--- src/rtl/lockstep_fault_manager.sv ---
// ----------------------------------------------------------------------------
// lockstep_fault_manager
//
// Purpose:
//   Watches the registered verdict of the master/shadow lockstep comparator.
//   Short disagreements are filtered and counted as transients. A disagreement
//   that persists is treated as a confirmed fault: both cores get a reset
//   request for a recovery retry, and the block then waits for them to report
//   ready again. When the retry budget is used up, or the cores never come
//   back, the block parks in a sticky FAILSAFE state. Only a software clear
//   leaves FAILSAFE.
//
// Parameters:
//   CONFIRM_N   consecutive mismatch cycles that confirm a fault (1..15)
//   RST_CYCLES  cycles core_rst_req is held per recovery (1..255)
//   ACK_TIMEOUT maximum wait for core_ready after reset release (1..65535)
//   MAX_RETRIES recoveries allowed before going fatal (1..15)
//
// Ports:
//   clk            system clock
//   reset          synchronous active-high reset
//   match          comparator match flag
//   mismatch       comparator mismatch flag
//   core_ready     master and shadow cores out of reset and running
//   clr_fault      software clear, only acts in FAILSAFE
//   core_rst_req   reset request to both cores
//   fault_irq      one-cycle pulse on each confirmed fault
//   fault_fatal    sticky fatal indication
//   state          current state (RUN=0 CONFIRM=1 RECOVER=2 WAIT_ACK=3
//                  FAILSAFE=4)
//   retry_cnt      recoveries performed since reset or clear
//   transient_cnt  filtered transients, saturating at 255
//
// Optional feature (macro LOCKSTEP_ERR_LOG_EN):
//   master_output, shadow_output  32-bit operands from the two cores
//   err_master, err_shadow        operands captured at the first fault event
//   err_valid                     the capture holds valid data
// ----------------------------------------------------------------------------
module lockstep_fault_manager #(
    parameter int unsigned CONFIRM_N   = 3,
    parameter int unsigned RST_CYCLES  = 4,
    parameter int unsigned ACK_TIMEOUT = 64,
    parameter int unsigned MAX_RETRIES = 2
) (
    input  logic        clk,
    input  logic        reset,
    input  logic        match,
    input  logic        mismatch,
    input  logic        core_ready,
    input  logic        clr_fault,
`ifdef LOCKSTEP_ERR_LOG_EN
    input  logic [31:0] master_output,
    input  logic [31:0] shadow_output,
    output logic [31:0] err_master,
    output logic [31:0] err_shadow,
    output logic        err_valid,
`endif
    output logic        core_rst_req,
    output logic        fault_irq,
    output logic        fault_fatal,
    output logic [2:0]  state,
    output logic [3:0]  retry_cnt,
    output logic [7:0]  transient_cnt
);

    typedef enum logic [2:0] {
        ST_RUN      = 3'd0,
        ST_CONFIRM  = 3'd1,
        ST_RECOVER  = 3'd2,
        ST_WAIT_ACK = 3'd3,
        ST_FAILSAFE = 3'd4
    } state_t;

    localparam logic [4:0]  CONFIRM_LAST = 5'(CONFIRM_N);
    localparam logic [3:0]  RETRY_LIMIT  = 4'(MAX_RETRIES);
    localparam logic [15:0] RST_LOAD     = 16'(RST_CYCLES);
    localparam logic [15:0] ACK_LOAD     = 16'(ACK_TIMEOUT);

    state_t      cur_state;
    logic [3:0]  cnt;
    logic [15:0] timer;
    logic        ev;
    logic        confirm;

    // Both flags 0 or both 1 is an illegal comparator encoding and is treated
    // as a disagreement, so a stuck or broken comparator cannot hide a fault.
    assign ev = mismatch | ~match;

    // A fault is confirmed either on the very first event when no filtering
    // is configured, or when the event streak in CONFIRM reaches CONFIRM_N.
    always_comb begin
        confirm = 1'b0;
        if (ev) begin
            if (cur_state == ST_RUN && CONFIRM_N == 1)
                confirm = 1'b1;
            else if (cur_state == ST_CONFIRM && ({1'b0, cnt} + 5'd1) == CONFIRM_LAST)
                confirm = 1'b1;
        end
    end

    assign state = cur_state;

    // Main fault-handling FSM. All outputs are registered here so that the
    // reset and interrupt logic downstream never sees combinational glitches.
    // The single timer is shared: it counts the reset pulse in RECOVER and
    // then the acknowledge window in WAIT_ACK.
    always_ff @(posedge clk) begin
        if (reset) begin
            cur_state     <= ST_RUN;
            cnt           <= 4'd0;
            timer         <= 16'd0;
            core_rst_req  <= 1'b0;
            fault_irq     <= 1'b0;
            fault_fatal   <= 1'b0;
            retry_cnt     <= 4'd0;
            transient_cnt <= 8'd0;
        end else begin
            fault_irq <= 1'b0;
            if (confirm) begin
                fault_irq    <= 1'b1;
                core_rst_req <= 1'b1;
                if (retry_cnt == RETRY_LIMIT) begin
                    cur_state   <= ST_FAILSAFE;
                    fault_fatal <= 1'b1;
                end else begin
                    cur_state <= ST_RECOVER;
                    retry_cnt <= retry_cnt + 4'd1;
                    timer     <= RST_LOAD;
                end
            end else begin
                case (cur_state)
                    ST_RUN: begin
                        if (ev) begin
                            cur_state <= ST_CONFIRM;
                            cnt       <= 4'd1;
                        end
                    end
                    ST_CONFIRM: begin
                        if (ev) begin
                            cnt <= cnt + 4'd1;
                        end else begin
                            cur_state <= ST_RUN;
                            if (transient_cnt != 8'hFF)
                                transient_cnt <= transient_cnt + 8'd1;
                        end
                    end
                    ST_RECOVER: begin
                        if (timer == 16'd1) begin
                            cur_state    <= ST_WAIT_ACK;
                            core_rst_req <= 1'b0;
                            timer        <= ACK_LOAD;
                        end else begin
                            timer <= timer - 16'd1;
                        end
                    end
                    ST_WAIT_ACK: begin
                        // core_ready beats a coinciding timeout.
                        if (core_ready) begin
                            cur_state <= ST_RUN;
                        end else if (timer == 16'd1) begin
                            cur_state    <= ST_FAILSAFE;
                            fault_fatal  <= 1'b1;
                            core_rst_req <= 1'b1;
                        end else begin
                            timer <= timer - 16'd1;
                        end
                    end
                    ST_FAILSAFE: begin
                        if (clr_fault) begin
                            cur_state     <= ST_RUN;
                            fault_fatal   <= 1'b0;
                            core_rst_req  <= 1'b0;
                            retry_cnt     <= 4'd0;
                            transient_cnt <= 8'd0;
                        end
                    end
                    default: begin
                        cur_state <= ST_RUN;
                    end
                endcase
            end
        end
    end

`ifdef LOCKSTEP_ERR_LOG_EN
    // First-fault log: the operands seen on the first event in RUN are kept
    // until software clears FAILSAFE, so later faults cannot overwrite the
    // evidence of the original divergence.
    always_ff @(posedge clk) begin
        if (reset) begin
            err_master <= 32'd0;
            err_shadow <= 32'd0;
            err_valid  <= 1'b0;
        end else if (cur_state == ST_FAILSAFE && clr_fault) begin
            err_master <= 32'd0;
            err_shadow <= 32'd0;
            err_valid  <= 1'b0;
        end else if (cur_state == ST_RUN && ev && !err_valid) begin
            err_master <= master_output;
            err_shadow <= shadow_output;
            err_valid  <= 1'b1;
        end
    end
`endif

endmodule

--- config.mk ---
export PLATFORM = sky130hd
export DESIGN_NAME = lockstep_fault_manager
export DESIGN_NICKNAME = d
export VERILOG_FILES = /design/src/rtl/lockstep_fault_manager.sv
export SDC_FILE = /design/constraint.sdc
export NUM_CORES = 1
export LEC_CHECK = 0
export CAP_MARGIN = 25
export CORE_ASPECT_RATIO = 0.6
export CORE_MARGIN = 2
export CORE_UTILIZATION = 39
export CTS_CLUSTER_SIZE = 16
export DETAILED_ROUTE_END_ITERATION = 10
export PLACE_DENSITY = 0.57
export SLEW_MARGIN = 30
export SYNTH_ARGS = -nofsm -noshare
export SYNTH_HDL_FRONTEND = slang
export SYNTH_SLANG_ARGS = --single-unit
--- constraint.sdc ---
create_clock -name clk -period 2.55 [get_ports clk]
set_input_delay 0.255 -clock clk [delete_from_list [all_inputs] [get_ports clk]]
set_output_delay 0.255 -clock clk [all_outputs]
set_load 0.005 [all_outputs]
### Word-level counts from Yosys, hierarchy flattened

Index checks and enable logic that the tools add are counted.

| operators by class | value |
|---|---|
| add/subtract/negate cells | 5 |
| eq/ne operators | 23 |
| multiplexer cells | 38 |
| bitwise gates (word level) | 3 |
| reduce and logical (&&, ||, !) cells | 16 |

Operator list:

| cell | number |
|---|---|
| 2-to-1 mux 16 bit | 5 |
| one-hot mux 16 bit (2 select lines) | 1 |
| 2-to-1 mux 3 bit | 8 |
| 2-to-1 mux 4 bit | 6 |
| 2-to-1 mux 8 bit | 3 |
| != test 3 bit (second input constant) | 7 |
| AND reduction 5 bit | 4 |
| equality test 16 x 1 -> 1 bit (second input constant) | 1 |
| one-hot mux 8 bit (2 select lines) | 1 |
| subtractor 16 x 1 -> 16 bit (second input constant) | 1 |
| one-hot mux 3 bit (5 select lines) | 1 |
| 2-to-1 mux 1 bit | 10 |
| != test 2 bit (second input constant) | 5 |
| adder 4 x 1 -> 4 bit (second input constant) | 2 |
| adder 8 x 1 -> 8 bit (second input constant) | 1 |
| != test 8 bit (second input constant) | 1 |
| one-hot mux 4 bit (2 select lines) | 1 |
| AND reduction 4 bit | 2 |
| nonzero test 2 bit | 4 |
| equality test 3 x 2 -> 1 bit (second input constant) | 2 |
| nonzero test 3 bit | 2 |
| adder 4 x 1 -> 5 bit (second input constant) | 1 |
| equality test 5 x 2 -> 1 bit (second input constant) | 1 |
| equality test 4 x 2 -> 1 bit (second input constant) | 1 |
| 12 further kinds | 14 |

| word-level totals | value |
|---|---|
| flip-flop bits (word level) | 38 |
| input bits | 6 |
| output and inout port bits | 18 |

### Logic depth before layout (Yosys ltp)

Gate-level depths: netlist (run 1).

| logic depth | value |
|---|---|
| depth in word-level cells | 7 |
| depth in mapped cells | 9 |
| gate-level depth less buffers | 8 |

### Least setup slack after synthesis (run 1)

OpenSTA, ideal clock, no wires.

| timing path | value |
|---|---|
| kind | reg2reg |
| from | register timer[1] |
| to | register timer[12] |
| setup time | 0.116 ns |
| arrival | 1.895 ns |
| required time | 2.434 ns |
| setup slack | 0.539 ns |
| cell stages (with the launch flop) | 10 |
| period minus slack after synthesis | 2.011 ns |
| cell sequence | dfxtp_1 -> inv_1 -> ha_1 -> nor4b_1 -> and4_1 -> o31ai_1 -> buf_2 -> or2_1 -> o21ai_0 -> a31o_2 |

| on the way | value |
|---|---|
| longest elaborated chain between the ends | 5 |

RTL lines:

| what | RTL line | text |
|---|---|---|
| start: declaration | 81 | `logic [15:0] timer;` |
| start signal: assignment | 153 | `timer <= timer - 16'd1;` |
| start signal: assignment | 165 | `timer <= timer - 16'd1;` |
| subtractor 16 x 1 -> 16 bit | 153, 165 |  |
| 2-to-1 mux 16 bit | 160 | `end else if (timer == 16'd1) begin` |
| 2-to-1 mux 16 bit | 158 | `if (core_ready) begin` |
| one-hot mux 16 bit (2 select lines) | 131 | `case (cur_state)` |
| 2-to-1 mux 16 bit | 119 | `if (confirm) begin` |

Parallel ways exist; a longest one is shown, timed or not. The select of a mux whose other input is x is not followed.
A chain may end at the register's enable or synchronous reset.

### Final worst setup path (run 1)

| timing path | value |
|---|---|
| from | register timer[1] |
| to | register timer[8] |

Same word-level chain as after synthesis.

==> results.json, run 1 <==
{
  "drt_iter0_markers": 84,
  "yosysSeqAreaShare": 0.356,
  "cts_tree": "built",
  "hold_end": "cnt[3]",
  "worst_pin_slew_ps": 725,
  "synthDistinctLibCells": 57,
  "rr_endpoint": "timer[8]",
  "synthesis.nets": 272,
  "cpPeakStageDelay_ps": 460,
  "grt_start_max_net_pins": 22,
  "dpl.hpwl_um": 3780,
  "ys_ff_latch": 38,
  "finalSetupTns_ps": 0,
  "grt_pass1_vias": 1729,
  "drc": 0,
  "grt_setup_unrepaired": "no",
  "irDropWorstVdd_uv": 312,
  "initial_core_util": 0.412,
  "cp_cell_sequence": "inv_1 > ha_1 > nor4b_1 > and4_1 > o31ai_1 > nor2_2 > or3_1 > a21oi_1",
  "critPathLaunchType": "flip-flop",
  "post-place-cells": 346,
  "max_clock_freq_mhz": 428,
  "chipWidth_um": 99.5,
  "core-area_mm2": 0.00518,
  "synth_ff_type": "dfxtp_1",
  "syn_area_per_cell_um2": 8.25,
  "reg2reg_depth": 8,
  "cts.sinks": 38,
  "maxSlewHeadroom": 0.504,
  "place.gp.congestion": 0.794,
  "p_leak_uw": 0.00100,
  "clock_latency_ps": 300,
  "finClkSkew_ps": 9.69,
  "cts_resized": 0,
  "rows": 20,
  "clockBufferDepth": 2,
  "fin_hold_ws_ps": 483,
  "die_y_um": 61.3,
  "cts_setup_buffers": 0,
  "cp_slowest_cell": "o31ai_1",
  "cap_violations": 0,
  "finalCriticalPeriod_ps": 2340,
  "finalHoldViolCount": 0,
  "viasPerCell": 5.47,
  "wl_per_cell_um": 14.2,
  "postRouteAntennaNets": 0,
  "setup_violations": 0,
  "synth_top_area_frac": 0.356,
  "synth_top_cell_by_area": "dfxtp_1",
  "drv_slew": 0,
  "final_core_util": 0.500,
  "cts_inserted_buffers": 5,
  "synthArstFlopShare": 0,
  "syn_inst": 259,
  "grt_usage": 0.182,
  "synth_edf_count": 0,
  "required_ps": 2790,
  "antenna_cells": 0,
  "hold_class": "reg2reg",
  "ys_warn_count": 0,
  "wl_um": 5030,
  "layout_worst_path_cycle_share": 0.917,
  "grt_pass1_wl_um": 8650,
  "clk_pin_slew_ps": 80,
  "final_cells": 354,
  "ys_top_cells_by_count": "dfxtp_1, nor2_1, nand2_1",
  "status": "finished clean",
  "ys_top_cells_by_area": "dfxtp_1, nor2_1, nand2_1, ha_1, xor2_1",
  "hold_depth": 2,
  "crit_type": "reg2reg",
  "cts_hold_buffers": 0,
  "critical_path_arrival_ps": 2570,
  "final_nets": 300,
  "dr.pass1.iters": 5,
  "port_buffers": 23,
  "grt-ovfl-total": 0,
  "antenna_found_initial": 0,
  "power_density_mw_per_mm2": 598,
  "worstSetupEndpointType": "flip-flop",
  "path_max_fanout": 10,
  "layout-drive-gt1-share": 0.104,
  "area_growth_pct": 21.4,
  "via_count": 1938,
  "syn_area_mm2": 0.00214,
  "r2r_start": "timer[1]",
  "cts_root_buffer": "clkbuf_8",
  "dieArea_mm2": 0.00610,
  "yosysMostFrequentCell": "dfxtp_1",
  "rrSetupSlack_ps": 210,
  "htree_levels": 2,
  "holdCritStartpoint": "cnt[3]",
  "num_io_pins": 24
}
## per-layer routing
layer	GRT usage	wire (µm)	part of all wire
met1	0.285	2850	0.57
met2	0.247	1860	0.37
met3	0.0409	268	0.053
met4	0.0528	53	0.011
met5	0	0	0
## final cells by class
cell class                 instances  area, µm²
fill                             502       2590
multi-input combinational        202       1280
sequential                        38        761
timing repair buffer              31        290
clock buffer                       6       82.6
tap                               66       82.6
clock inverter                     2       60.1
inverter                           9       33.8
## placed cells by master (no fill, tap or decap), types with 2 or more instances in the layout
cell type        count
nand2_1             24
a31o_2               2
o21ai_0             10
and2_1               2
a311oi_1             2
nor4_1               3
dfxtp_1             38
buf_4                8
nor3_1               8
nand4_1              5
xnor2_1              4
nand2b_1             3
inv_1                9
a31oi_1              4
a21o_1               3
mux2i_1              3
or3_1                8
o211ai_1             5
ha_1                 7
a2111oi_0            2
clkdlybuf4s50_1     23
nor2_1              36
nor2b_1              7
clkbuf_8             6
and3_1               3
a21oi_1             12
and4_1               2
xor2_1               9
nand3_1              8
o21a_1               2
bufinv_16            2
o31ai_1              2
## metrics by stage
step	total power, µW	area [µm²]	worst slack (ps)
2_1_floorplan	837	2140	539
3_3_place_gp	922	2450	122
3_5_place_dp	919	2450	31.2
4_1_cts	1570	2590	241
5_1_grt	1630	2590	32.3
6_report	1550	2590	212
## logic make-up after synthesis
group	after synthesis	share of synthesized area
compound gates	54	0.176
xor+xnor	13	0.0533
fa+ha+maj	7	0.0410
buf+inv	19	0.0433
flops	38	0.356
mux	3	0.0141
simple gates	125	0.316
## worst max-delay path by stage
stage / end / cells after the start / start
finish: timer[8] / 8 / timer[1]
global placement: timer[5] / 7 / match
CTS: timer[8] / 8 / timer[1]
detailed placement: timer[8] / 7 / match
floorplan: timer[12] / 9 / timer[1]
global route: timer[8] / 7 / cnt[0]
## report_power, final
group	internal (µW)	total [µW]	switching [µW]
logic	119	265	145
clock network	417	643	226
registers	613	642	29.5
## registers in the layout (all words and copies together), names as in the netlist
signal         cells
cnt                4
core_rst_req       1
fault_fatal        1
fault_irq          1
retry_cnt          4
state              3
timer             16
transient_cnt      8
## critical path: cells and delay by family, from the launching register on
| kind | cells | cell delay [ps] |
|---|---|---|
| buf+inv | 1 | 90 |
| fa+ha+maj | 1 | 210 |
| simple gates | 4 | 1000 |
| flops | 1 | 380 |
| compound gates | 2 | 600 |
Power figures use the tool's default switching activity.
==> run 2, diff against run 1 <==
--- a/config.mk
+++ b/config.mk
@@ -5,9 +5,9 @@
 export SDC_FILE = /design/constraint.sdc
 export NUM_CORES = 1
 export LEC_CHECK = 0
-export CAP_MARGIN = 25
+export CAP_MARGIN = 15
 export CORE_ASPECT_RATIO = 0.6
-export CORE_MARGIN = 2
+export CORE_MARGIN = 4
 export CORE_UTILIZATION = 39
 export CTS_CLUSTER_SIZE = 16
 export DETAILED_ROUTE_END_ITERATION = 10
==> results.json, run 2 (synthesis results as in run 1) <==
{
  "critical_path_arrival_ps": 2520,
  "regArea_um2": 761,
  "cts_resized": 0,
  "rows": 20,
  "startpoint": "timer[1]",
  "path_max_fanout": 10,
  "grt_pass1_vias": 1701,
  "layout_worst_path_cycle_share": 0.896,
  "antenna_cells": 0,
  "clk_pin_slew_ps": 80,
  "grt_start_max_net_pins": 13,
  "grt_usage": 0.160,
  "cp_cell_sequence": "inv_1 > ha_1 > nor4b_1 > and4_1 > o31ai_1 > nor2_2 > or3_1 > a21oi_1",
  "wl_um": 5190,
  "worstSetupEndpointType": "flip-flop",
  "clockBufferDepth": 2,
  "preCtsSetupSlack_ps": 62.9,
  "drt_iter0_markers": 128,
  "dieArea_mm2": 0.00676,
  "die_y_um": 65.3,
  "cp_slowest_cell": "o31ai_1",
  "viasPerCell": 5.44,
  "initial_core_util": 0.412,
  "final_common_cell": "dfxtp_1",
  "cts.sinks": 38,
  "finalCriticalPeriod_ps": 2280,
  "wl_per_cell_um": 14.7,
  "cts_root_buffer": "clkbuf_8",
  "cts_hold_buffers": 0,
  "p_leak_uw": 0.000980,
  "core-area_mm2": 0.00518,
  "required_ps": 2780,
  "area_growth_pct": 19.2,
  "max_clock_freq_mhz": 438,
  "finalHoldViolCount": 0,
  "worst_pin_slew_ps": 756,
  "clock_latency_ps": 300,
  "path_delay_family": "simple AND/OR/NAND/NOR gates",
  "reg2reg_depth": 8,
  "finClkSkew_ps": 12.5,
  "holdCritStartpoint": "cnt[3]",
  "layout-drive-gt1-share": 0.104,
  "top_regs": "timer x16, transient_cnt x8",
  "regMostFlops": "timer",
  "finalSetupTns_ps": 0,
  "num_io_pins": 24,
  "final_core_util": 0.491,
  "layout_setup_ws_ps": 266,
  "r2r_start": "timer[1]",
  "fin_hold_ws_ps": 484,
  "final_nets": 300,
  "critPathLaunchType": "flip-flop",
  "via_count": 1925,
  "cap_violations": 0,
  "place.gp.congestion": 0.786,
  "drv_slew": 0,
  "layout_common_cells": "dfxtp_1, nor2_1, nand2_1",
  "dpl.hpwl_um": 3900,
  "cts_tree": "built",
  "setup_violations": 0,
  "port_buffers": 23,
  "dr.pass1.iters": 4,
  "multiInputGateArea_mm2": 0.00128,
  "rrSetupSlack_ps": 270,
  "antenna_found_initial": 0,
  "status": "finished clean",
  "rr_endpoint": "timer[10]",
  "crit_type": "reg2reg",
  "cts_setup_buffers": 0,
  "largest_reg_flops": 16,
  "postRouteAntennaNets": 0,
  "grt_pass1_wl_um": 8740,
  "drc": 0,
  "hold_end": "cnt[3]",
  "hold_depth": 2,
  "cts_inserted_buffers": 5,
  "htree_levels": 2,
  "power_density_mw_per_mm2": 531,
  "irDropWorstVdd_uv": 262,
  "cpPeakStageDelay_ps": 400,
  "maxSlewHeadroom": 0.483,
  "nFillCells": 517,
  "grt-ovfl-total": 0,
  "chipWidth_um": 104,
  "hold_class": "reg2reg",
  "grt_setup_unrepaired": "no",
  "crit_buf_inv": 1
}
## run 2: area by class of cell
cell class              instances  share of cell area
clock buffers                   6              0.0324
clock inverters                 2             0.00492
inverters                       9              0.0133
multi-input cells             202               0.504
flip-flops and latches         38               0.299
well taps                      66              0.0324
repair buffers                 31               0.114
## run 2: per-layer routing
metal  routed length, µm  vias up  track usage  share of wire
li1                    -      980            -              -
met1                2960      893        0.253           0.57
met3                 310        5       0.0422          0.060
met5                   0        -            0              0
met4                  47        0       0.0448         0.0091
met2                1870       47        0.204           0.36
## run 2: worst max path at each step
stage,slack [ps],end,depth (start not counted)
global route,100,timer[8],7
detailed placement,60,timer[10],7
floorplan,540,timer[12],9
CTS,260,timer[10],8
finish,270,timer[10],8
global placement,130,timer[4],7
## run 2: worst reg2reg max path, delay by kind of cell (launching register included)
family                   cells  cell delay (ps)
buffers and inverters        1               90
AO/OA/AOI/OAI                2              550
flip-flops                   1              370
AND/OR/NAND/NOR              4             1010
adder cells (fa/ha/maj)      1              210
## run 2: through the flow
stage                     total power (µW)  instances  cell area [µm²]
after floorplan                        837        259             2140
after global placement                 922        346             2450
after detailed placement               921        346             2450
after CTS                             1370        354             2540
after global routing                  1430        354             2540
final                                 1350        354             2540
## run 2: power by group
group	switching, µW	internal [µW]
clock	225	218
combinational	147	119
sequential	30.2	613
